===== src/rtl/gray_pkg.sv =====
// Shared types and constants for the grayscale-to-RGB colormap pipeline.
// Stage payload bundles are packed structs so stages move them as one word.
package gray_pkg;

    localparam int   PIX_W     = 8;
    localparam int   SEG_W     = 2;
    localparam logic MODE_PASS = 1'b0;
    localparam logic MODE_JET  = 1'b1;

    typedef struct packed {
        logic             mode;
        logic             last;
        logic [PIX_W-1:0] gray;
    } pix_t;

    typedef struct packed {
        pix_t             pix;
        logic [SEG_W-1:0] seg;
        logic [PIX_W-1:0] ramp;
        logic [PIX_W-1:0] inv;
    } s1_t;

    typedef struct packed {
        logic             last;
        logic [PIX_W-1:0] r;
        logic [PIX_W-1:0] g;
        logic [PIX_W-1:0] b;
    } rgb_t;

endpackage


===== src/rtl/gray2rgb_jet_lut.sv =====
// Combinational jet heat-map: four 64-code segments built from
// the shifted ramp and its complement, so no adders are involved.
module gray2rgb_jet_lut
    import gray_pkg::*;
(
    input  logic [SEG_W-1:0] seg,
    input  logic [PIX_W-1:0] ramp,
    input  logic [PIX_W-1:0] inv,
    output logic [PIX_W-1:0] r,
    output logic [PIX_W-1:0] g,
    output logic [PIX_W-1:0] b
);

    always_comb begin
        r = '0;
        g = '0;
        b = '0;
        unique case (seg)
            2'd0: begin
                g = ramp;
                b = '1;
            end
            2'd1: begin
                g = '1;
                b = inv;
            end
            2'd2: begin
                r = ramp;
                g = '1;
            end
            2'd3: begin
                r = '1;
                g = inv;
            end
        endcase
    end

endmodule


===== src/rtl/gray2rgb_colormap.sv =====
// Three-stage gray to RGB expander (passthrough or jet) with
// valid/ready backpressure and bubble collapsing between stages.
module gray2rgb_colormap
    import gray_pkg::*;
#(
    parameter int INT_WIDTH = 8
) (
    input  logic                 clk,
    input  logic                 rst_n,
    input  logic [INT_WIDTH-1:0] gray,
    input  logic                 din_valid,
    input  logic                 din_mode,
    input  logic                 din_last,
    output logic                 din_ready,
    output logic [INT_WIDTH-1:0] R,
    output logic [INT_WIDTH-1:0] G,
    output logic [INT_WIDTH-1:0] B,
    output logic                 dout_last,
    output logic                 dout_valid,
    input  logic                 dout_ready
);

    logic v0, v1, v2;
    logic adv0, adv1, adv2;
    pix_t s0;
    s1_t  s1;
    rgb_t s2;

    logic [PIX_W-1:0] jet_r, jet_g, jet_b;
    logic [PIX_W-1:0] ramp_nxt;
    rgb_t             rgb_nxt;

    // A stage may move whenever everything downstream can make room.
    assign adv2      = ~v2 | dout_ready;
    assign adv1      = ~v1 | adv2;
    assign adv0      = ~v0 | adv1;
    assign din_ready = adv0;

    assign ramp_nxt = {s0.gray[5:0], 2'b00};

    gray2rgb_jet_lut u_lut (
        .seg  (s1.seg),
        .ramp (s1.ramp),
        .inv  (s1.inv),
        .r    (jet_r),
        .g    (jet_g),
        .b    (jet_b)
    );

    always_comb begin
        rgb_nxt      = '0;
        rgb_nxt.last = s1.pix.last;
        if (s1.pix.mode == MODE_JET) begin
            rgb_nxt.r = jet_r;
            rgb_nxt.g = jet_g;
            rgb_nxt.b = jet_b;
        end else begin
            rgb_nxt.r = s1.pix.gray;
            rgb_nxt.g = s1.pix.gray;
            rgb_nxt.b = s1.pix.gray;
        end
    end

    always_ff @(posedge clk or negedge rst_n) begin
        if (!rst_n) begin
            v0 <= 1'b0;
            v1 <= 1'b0;
            v2 <= 1'b0;
            s0 <= '0;
            s1 <= '0;
            s2 <= '0;
        end else begin
            if (adv0) begin
                v0 <= din_valid;
                if (din_valid) begin
                    s0 <= '{mode: din_mode, last: din_last,
                            gray: gray};
                end
            end
            if (adv1) begin
                v1 <= v0;
                if (v0) begin
                    s1.pix  <= s0;
                    s1.seg  <= s0.gray[7:6];
                    s1.ramp <= ramp_nxt;
                    s1.inv  <= ~ramp_nxt;
                end
            end
            if (adv2) begin
                v2 <= v1;
                if (v1) begin
                    s2 <= rgb_nxt;
                end
            end
        end
    end

    assign dout_valid = v2;
    assign dout_last  = s2.last;
    assign R          = s2.r;
    assign G          = s2.g;
    assign B          = s2.b;

endmodule


===== config.mk =====
export PLATFORM = sky130hd
export DESIGN_NAME = gray2rgb_colormap
export DESIGN_NICKNAME = d
export VERILOG_FILES = /design/src/rtl/gray_pkg.sv /design/src/rtl/gray2rgb_jet_lut.sv /design/src/rtl/gray2rgb_colormap.sv
export SDC_FILE = /design/constraint.sdc
export NUM_CORES = 1
export LEC_CHECK = 0
export BUFFER_PORTS_ARGS = -buffer_cell sky130_fd_sc_hd__buf_2
export CORE_MARGIN = 2
export CORE_UTILIZATION = 55
export CTS_CLUSTER_DIAMETER = 80
export CTS_CLUSTER_SIZE = 12
export DETAILED_ROUTE_END_ITERATION = 7
export GPL_TIMING_DRIVEN = 0
export PLACE_DENSITY = 0.78
export SYNTH_ARGS = -nofsm -noshare
export SYNTH_HDL_FRONTEND = slang
export SYNTH_SLANG_ARGS = --single-unit

===== constraint.sdc =====
create_clock -name clk -period 2.3 [get_ports clk]
set_clock_uncertainty 0.2 [all_clocks]
set_input_delay 0.345 -clock clk [delete_from_list [all_inputs] [get_ports clk]]
set_output_delay 0.345 -clock clk [all_outputs]
set_load 0.005 [all_outputs]

==> Word level (Yosys, flattened, before mapping) <==
Cells that the tools add are included.
{ "totals": {"regBits": 64, "latchBits": 0, "mem_bits_rw": 0, "mem_bits_ro": 0, "input_bits": 14, "out_inout_bits": 27, "memories": 0} }
{ "op_classes": {"add_sub_neg": 0, "multipliers": 0, "n_div": 0, "order_cmp": 0, "n_eq_ne": 3, "shift": 0, "muxes": 4, "bitwise": 7, "n_reduce_logical": 5} }
{ "ops": {"columns": ["operator", "count"], "rows": [
  ["8-bit case mux with 2 select lines", 2],
  ["24-bit two-way mux", 1],
  ["8-bit case mux with 3 select lines", 1],
  ["8-bit NOT", 1],
  ["2-bit AND reduction", 3],
  ["2-bit == test (second input constant)", 2],
  ["1-bit NOT", 3],
  ["1-bit OR", 3],
  ["2-bit by 1-bit == test with 1-bit output (second input constant)", 1],
  ["2-bit logical NOT", 1],
  ["2-bit OR reduction", 1]
]} }

==> Logic depth before layout (Yosys ltp) <==
Gate-level depths: netlist (run 1).
{ "depth": {"ltp_word": 5, "ltp_mapped": 6, "depth_no_buf": 5} }

==> Modules after synthesis <==
Synthesis (run 1) repeated with hierarchy kept, for this count alone.
{ "hier_totals": {"cells_unflattened": 245, "area_unflattened_um2": 2653.8} }
{ "modules_own_cells": {"columns": ["module", "instances", "cells_per_inst", "area_per_inst_um2", "seq_area_each_um2"], "rows": [
  ["gray2rgb_colormap", 1, 192, 2270.9, 1376.3],
  ["gray2rgb_jet_lut", 1, 53, 382.9, 0.0]
]} }

==> Worst setup path before layout (run 1) <==
Ideal clock, no wire load.
{ "synth_path": {"path_kind": "register -> register", "startpoint": "register s1[24] (netlist name)", "endpoint": "register s2, in the netlist G[6]", "setup_time_ps": 121, "arrival_time_ps": 1485, "setup_slack_ps": 494, "stages_incl_launch_ff": 7, "path_buffers": 1, "cell_sequence": "dfrtp_1 > inv_1 > ha_1 > clkbuf_1 > a211o_1 > and3_1 > o22a_1"} }
{ "synth_via": {"elab_chain_len": 1} }
{ "synth_lines": {"columns": ["item", "line_no", "source"], "rows": [
  ["start: declaration", "gray2rgb_colormap.sv:26", "s1_t s1;"],
  ["24-bit two-way mux", "gray2rgb_colormap.sv:53", "if (s1.pix.mode == MODE_JET) begin"],
  ["end signal: assignment", "gray2rgb_colormap.sv:92", "s2 <= rgb_nxt;"],
  ["end: declaration", "gray2rgb_colormap.sv:27", "rgb_t s2;"]
]} }
No other way between the ends.
A chain may end at the register's enable or synchronous reset.

==> run metrics, run 1 <==
clock latency on the worst-skew pair 0.31 ns; CTS tree built; initial drt markers 152; Top delay family on crit path compound AO/OA/AOI/OAI gates; DIE HEIGHT 71.81 um; part of the Yosys area used for sequential elements 54.43%; total grt overflow 0; antenna cell count 0; Synth Flop Type dfrtp_1; Avg WL per Cell 16.59 um; leak pwr 0.001322 uW; DIE AREA just over 5000 um^2; count of boundary I/O pins 41; synthesized net count 239; vias per inst roughly 5.8; Total Routed Length around 5300 um; Worst Path Arrival 2.09 ns; total track usage 21.62%; port bufs 40; final hold vios 0; Area Overhead vs Synth 15.88%; CP peak stage delay 0.44 ns; share of layout cells above drive strength 1 30.83%; Max Cap Viol 0; GP Congestion 0.9084; Slew HR between 20% and 30%; Worst Hold Class input port to register; clk buf depth 2; largest net degree at the start of global routing between 50 and 60; commonest cells in the netlist dfrtp_1, a21oi_1, mux2_2, nand2b_1, o22a_1; clock-pin slew on the worst setup and hold paths 0.10 ns; post-DP HPWL 3797 um; Initial Util 57.68%; vias in the first global route 1767; fin. max-slew vios 0; clk sinks 55; root buffer cell clkbuf_8; setup slack, reg-to-reg 0.22 ns; fin util 66.84%; FF+latch count, synth 55; Yosys Warn Count 0; Worst Path Buf+Inv 2; RSZ-0062 raised after global routing false; path type of the worst setup path register to register; Nets 286; Crit path depth 6; Mapped Avg Cell Area 11.60 um^2; CORE AREA 4384 um^2; number of H-tree levels 2; via count 1834; largest area contributor in the netlist dfrtp_1; Max Freq 0.4797 GHz; measured slew at the worst slew-check pin 1.181 ns; Cell variety after synth 26; Cell Area, Synth 2529 um^2; initial antenna violation count 0; maximum VDD drop 0.0007441 V; CTS Buf Count 5; cell depth of the worst hold path 2; largest cells by area after synthesis dfrtp_1, mux2_2, a21oi_1; standard-cell rows 24; Die W 71.81 um; crit path launch type register; Tmin final approximately 2.1 ns; Resize count post-CTS 0; slowest cell on the critical path dfrtp_1; pwr dens 1107 nW/um^2; Max FO, Critical Path 10; post-cts hold buffer count 0; Fin Setup TNS 0 ns; setup bufs post-CTS 0; worst path cell trace inv_1 > ha_1 > clkbuf_1 > a211o_1 > and3_1 > o22a_1; fin crit share about nine tenths; status finished clean; count leader, synth dfrtp_1; drc violations 0; drt first pass iters 4; Detail Route Antenna Nets 0; Synth Instances 218; area share of the largest cell type after synthesis 54.43%; reg2reg path depth 6; Post-synth EDFFs 0; Post-synth ARST share 100.0%; first-pass GRT wire length 8535 um; Final setup viols 0; CP required approximately 2.3 ns; CP Capture Type register
==> flip-flops by register name, indices dropped and copies added, names as in the netlist <==
signal      cells
s1             16
B               8
G               8
R               8
ramp_nxt        6
s0              4
dout_last       1
dout_valid      1
rgb_nxt         1
v0              1
v1              1
==> path summary, 6_finish.rpt <==
check / startpoint / endpoint
min reg2reg: ramp_nxt[2] / s1[2]
max reg2reg: s1[24] / G[3]
min: din_valid / v0
min in group asynchronous: rst_n / B[1]
max: s1[24] / G[3]
max in group asynchronous: rst_n / G[6]
==> layer usage <==
metal / routed length, um / vias to the layer above / track usage [%]
met2: 2536 / 61 / 33.23
met5: 0 / - / 0
met4: 117 / 0 / 11.32
met1: 2386 / 886 / 30.11
met3: 236 / 9 / 2.813
li1: - / 878 / -
==> stage by stage <==
step	area (um^2)	std cells	power, uW	hold WS [ns]	worst slack [ns]
6_report	2930	318	3244	0.04932	0.2154
5_1_grt	2930	318	3429	0.05151	0.06776
4_1_cts	2930	318	3261	0.04006	0.2371
3_5_place_dp	2794	310	2518	0.2517	0.2605
3_3_place_gp	2794	310	2472	0.2525	0.2999
2_1_floorplan	2529	218	2105	-0.1506	0.4936
==> placed cells by master, fill, tap and decap left out, types with 4 or more instances in the layout <==
cell / synthesis / final
a211o_1: 6 / 6
a21oi_1: 28 / 28
and3_1: 6 / 6
buf_2: 6 / 46
clkbuf_1: 5 / 5
clkbuf_8: 0 / 5
dfrtp_1: 55 / 55
ha_1: 7 / 7
mux2_2: 21 / 21
mux2_4: 4 / 4
nand2_1: 8 / 8
nand2b_1: 17 / 17
nand3_1: 8 / 8
nor2_1: 12 / 12
o22a_1: 16 / 16
==> report_power, final <==
group	switching [uW]	internal, uW
Sequential	220	1250
Combinational	483	545
Clock	312	434
==> cell type report <==
| class | count | area (um^2) |
|---|---|---|
| Buffer | 13 | 71.32 |
| Timing Repair Buffer | 40 | 200.2 |
| Fill cell | 347 | 1454 |
| Inverter | 2 | 7.507 |
| Clock buffer | 5 | 68.82 |
| Tap cell | 52 | 65.06 |
| Clock inverter | 3 | 67.56 |
| Sequential cell | 55 | 1376 |
| Multi-Input combinational cell | 148 | 1074 |
==> logic make-up after synthesis <==
| family | Yosys count | share of synthesized area [%] |
|---|---|---|
| muxes | 25 | 11.73 |
| adders and majority gates | 7 | 3.463 |
| and+or+nand+nor | 59 | 12.42 |
| DFF | 55 | 54.43 |
| AOI/OAI and AO/OA | 57 | 14.84 |
| buffers and inverters | 15 | 3.117 |
(Power assumes the default switching activity.)
==> run 2: changes to the inputs <==
Settings changed: CORE_UTILIZATION 55 to 52, PLACE_DENSITY 0.78 to 0.74.
==> run 2 against run 1 <==
  * Largest cell class unchanged
  * Register-to-register slack lost 0.02 ns
  * Cell count grew 0.63%
  * Core utilization decreased by 5.4 points
  * Sequential cell count did not move
  * Clock power is 30% lower
  * Critical path depth did not move
  * Design area fell by 1.7%
  * Non-clock buffer count did not move
  * Hold slack got worse by 0.0047 ns
==> run metrics, run 2 (synthesis gave the netlist of run 1 again) <==
status finished clean; root buffer cell clkbuf_8; share of layout cells above drive strength 1 30.45%; Crit. Startpoint s1[25]; crit path launch type register; initial drt markers 74; Nets 286; clock-pin slew on the worst setup and hold paths 0.09 ns; CORE AREA roughly 4700 um^2; drt first pass iters 4; via count between 1500 and 2000; DIE HEIGHT 73.74 um; CP required 2.30 ns; Final setup viols 0; Tmin final around 2.1 ns; GP Congestion 0.8857; port bufs 40; standard-cell rows 25; first-pass GRT wire length 8431 um; Slew HR 21.29%; Initial Util 53.89%; Post-Place Worst Slack 0.2284 ns; slowest cell on the critical path dfrtp_1; initial antenna violation count 0; fin. max-slew vios 0; hold wc startpoint din_valid; number of H-tree levels 2; Total Routed Length 5085 um; CP peak stage delay 0.50 ns; setup slack, reg-to-reg 0.19 ns; vias per inst ~5.6; leak pwr 0.001299 uW; Reg with most FFs s1; Worst Hold Class input port to register; vias in the first global route 1723; most common cell after layout, fill and taps aside dfrtp_1; setup ws final between 0.15 and 0.2 ns; Max Cap Viol 0; busiest grt layer met2; count of boundary I/O pins 41; M1 GR Usage 27.80%; Resize count post-CTS 0; DIE AREA approximately 5400 um^2; post-cts hold buffer count 0; Area Overhead vs Synth 13.95%; drc violations 0; Fill cells 414; final hold vios 0; Multi-input gate area between 1000 and 1500 um^2; total track usage roughly a fifth; Max Freq 0.4750 GHz; Worst Path Buf+Inv 2; Max FO, Critical Path 10; Fin Setup TNS 0 ns; maximum VDD drop 0.0005738 V; pwr dens 1044 nW/um^2; grt met3 use 4.115%; Top delay family on crit path flip-flops; R2R Path Start s1[25]; Avg WL per Cell around 16 um; clock latency on the worst-skew pair just over 0.3 ns; clk sinks 55; Worst Path Arrival 2.11 ns; M2 GR Usage 33.13%; worst path cell trace inv_1 > ha_1 > clkbuf_1 > a211o_1 > and3_1 > o22a_1; post-DP HPWL about 3800 um; most frequent cells in the layout dfrtp_1, buf_2, a21oi_1, mux2_2, nand2b_1; max reg flops 16; total grt overflow 0; CTS tree built; measured slew at the worst slew-check pin 1.181 ns; RSZ-0062 raised after global routing false; Die W 73.74 um; CP Capture Type register; antenna cell count 0; area taken by flip-flops and latches 1376 um^2; setup bufs post-CTS 0; CTS Buf Count 5; path type of the worst setup path register to register; largest net degree at the start of global routing 56; clk buf depth 2; fin crit share 91.54%; Detail Route Antenna Nets 0
==> run 2: cell types whose count changed in the layout (fill, tap and decap cells not counted) <==
cell / before / now
bufinv_16: 2 / 0
clkbuf_1: 5 / 6
clkinv_2: 0 / 1
==> run 2: layout make-up <==
cell class                 instances  area share, %
timing repair buffer              40          6.947
tap                               54          2.345
clock inverter                     2         0.4342
multi-input combinational        148          37.26
clock buffer                       6          2.518
sequential                        55          47.76
inverter                           2         0.2605
buffer                            13          2.475
==> run 2: power by group <==
group	switching (uW)	total [uW]	internal, uW
logic	477	1020	545
registers	210	1460	1250
clock network	312	525	214
==> run 2: worst paths after layout <==
path                         end  cells after the start
max                         G[4]                      6
min                           v0                      2
max reg2reg                 G[4]                      6
min reg2reg                s1[2]                      1
max in group asynchronous  s0[9]                      1
min in group asynchronous   B[1]                      1
==> run 2: per-stage QoR <==
stage | std cells | cell area, um^2 | hold WS, ns | utilization (%) | total power (uW)
floorplan | 218 | 2529 | -0.1506 | - | 2105
global placement | 312 | 2796 | 0.2502 | 59.60 | 2475
detailed placement | 312 | 2796 | 0.2568 | 59.60 | 2509
CTS | 320 | 2882 | 0.03804 | 61.41 | 3029
global route | 320 | 2882 | 0.04102 | 61.41 | 3220
finish | 320 | 2882 | 0.04462 | 61.41 | 3007
==> run 2: layer usage <==
metal,up-vias,share of wire [%]
met5,-,0
met4,0,1.4
met3,6,3.5
met2,37,48
met1,877,47
li1,869,-
==> run 3: changes to the inputs <==
Settings changed: ABC_AREA set to 1, PLACE_DENSITY 0.74 to 0.75.
==> run 3 against run 2 <==
  * Non-clock buffer count stayed put
  * Maximum frequency is 16% higher
  * Combinational power is 36% higher
  * Design area is 2.0% lower
  * Worst setup slack better by 0.28 ns
  * Sequential power is 6% higher
  * Via count is 12% higher
  * Clock power is 1% lower
  * Largest cell class unchanged
==> run metrics, run 3 <==
status finished clean; Max FO, Critical Path 8; Top delay family on crit path simple AND/OR/NAND/NOR gates; Yosys Warn Count 0; share of layout cells above drive strength 1 18.39%; standard-cell rows 25; count of boundary I/O pins 41; initial drt markers 89; area share of the largest cell type after synthesis 55.67%; Initial Util 53.05%; Synth Flop Type dfrtp_1; CTS Buf Count 5; largest area contributor in the netlist dfrtp_1; FF+latch count, synth 55; most common cell after layout, fill and taps aside nand2_1; Max Freq 0.5487 GHz; Reg with most FFs s1; Avg WL per Cell 12.37 um; Area Overhead vs Synth 14.27%; first-pass GRT wire length 8542 um; CP Capture Type register; most frequent CP cell nand2_1; via count 2002; worst path cell trace inv_1 > ha_1 > clkbuf_1 > nor2_2 > nand2_1 > nand2_1 > a21oi_1; Worst Path Buf+Inv 2; Tmin final about 1.8 ns; fin util 60.62%; slowest cell on the critical path dfrtp_1; most frequent cells in the layout nand2_1, dfrtp_1, buf_2, nor2_1, a21oi_1; drt first pass iters 4; RSZ-0062 raised after global routing false; pwr dens 1223 nW/um^2; clk buf depth 2; number of H-tree levels 2; Max Cap Viol 0; CP required 2.30 ns; fin crit share 79.24%; leak pwr 0.001450 uW; DIE AREA 5322 um^2; R2R Path Start s1[24]; Die W between 70 and 80 um; post-cts hold buffer count 0; Crit. Startpoint s1[24]; Post-synth EDFFs 0; antenna cell count 0; count leader, synth nand2_1; setup slack, reg-to-reg 0.48 ns; DIE HEIGHT 72.96 um; CORE AREA 4661 um^2; maximum VDD drop ~0.00048 V; drc violations 0; Total Routed Length ~5000 um; total grt overflow 0; vias in the first global route 1876; synthesized net count about 320; largest cells by area after synthesis dfrtp_1, nand2_1, nor2_1; total track usage 21.02%; CTS tree built; crit path launch type register; Worst Hold Class input port to async pin; Detail Route Antenna Nets 0; Worst Path Arrival around 1.8 ns; measured slew at the worst slew-check pin 1.160 ns; final hold vios 0; Slew HR 22.65%; Mapped Avg Cell Area 8.241 um^2; clk sinks between 50 and 60; largest net degree at the start of global routing 56; Resize count post-CTS 0; CP peak stage delay 0.42 ns; part of the Yosys area used for sequential elements 55.67%; Nets 368; clock-pin slew on the worst setup and hold paths 0.09 ns; Cell Area, Synth 2472 um^2; Final setup viols 0; port bufs 40; setup bufs post-CTS 0; fin. max-slew vios 0; clock latency on the worst-skew pair just over 0.3 ns; Synth Instances 300; path type of the worst setup path register to register; post-DP HPWL between 3000 and 4000 um; initial antenna violation count 0; Post-synth ARST share 100.0%; Fin Setup TNS 0 ns; vias per inst 4.980; root buffer cell clkbuf_8; GP Congestion 0.8572; commonest cells in the netlist nand2_1, dfrtp_1, nor2_1, a21oi_1, inv_1; Cell variety after synth 19; max reg flops 16
==> run 3: changes by cell type after synthesis, sizes merged, moves of 16 or more <==
cell and delta:
mux2 -25, o22a -16, nor2 +30, nand2 +98
nand2b -17
==> run 3: path summary, 6_finish.rpt <==
check                      cells after the start           to
setup / recovery                               7         G[7]
hold / removal                                 1         B[7]
setup reg to reg                               7         G[7]
hold reg to reg                                2        s0[7]
max in group asynchronous                      1  ramp_nxt[5]
min in group clk                               3  ramp_nxt[7]
==> run 3: cells by family (layout without fill, tap and decap cells) <==
group / Yosys count / after routing / synth area share (%)
buf+inv: 29 / 77 / 5.466
flops: 55 / 55 / 55.67
simple gates: 162 / 162 / 25.66
compound gates: 47 / 47 / 9.666
fa+ha+maj: 7 / 7 / 3.542
==> run 3: cell type report <==
class	instances	area, um^2
fillers	456	1836
flip-flops and latches	55	1376
multi-input cells	216	960.9
repair buffers	40	200.2
plain buffers	13	75.07
clock buffers	6	72.57
well taps	54	67.56
inverters	16	60.06
clock inverters	2	12.51
==> run 3: report_power, final <==
part | internal [uW] | leakage, uW | switching [uW]
Clock | 213 | 0.0000412 | 306
Sequential | 1340 | 0.000653 | 212
Combinational | 547 | 0.000757 | 842
==> run 3: per-layer routing <==
layer | vias to the layer above | part of all wire [%] | GRT usage, %
li1 | 1039 | - | -
met1 | 901 | 46 | 26.56
met2 | 56 | 47 | 35.05
met3 | 6 | 4.9 | 4.834
met4 | 0 | 1.4 | 8.230
met5 | - | 0 | 0
==> run 3: worst register-to-register path: stages (launching register included) <==
cell and delay (ns):
dfrtp_1 0.42, inv_1 0.15, ha_1 0.23, clkbuf_1 0.20
nor2_2 0.27, nand2_1 0.08, nand2_1 0.10, a21oi_1 0.06
==> run 3: stage by stage <==
step	power (uW)	instances	area [um^2]	setup slack, ns	hold slack [ns]
2_1_floorplan	2447	300	2472	0.7856	-0.1506
3_3_place_gp	2912	394	2740	0.5553	0.2599
3_5_place_dp	2969	394	2740	0.5143	0.2693
4_1_cts	3490	402	2825	0.4474	0.05013
5_1_grt	3768	402	2825	0.3310	0.06513
6_report	3456	402	2825	0.4774	0.05172
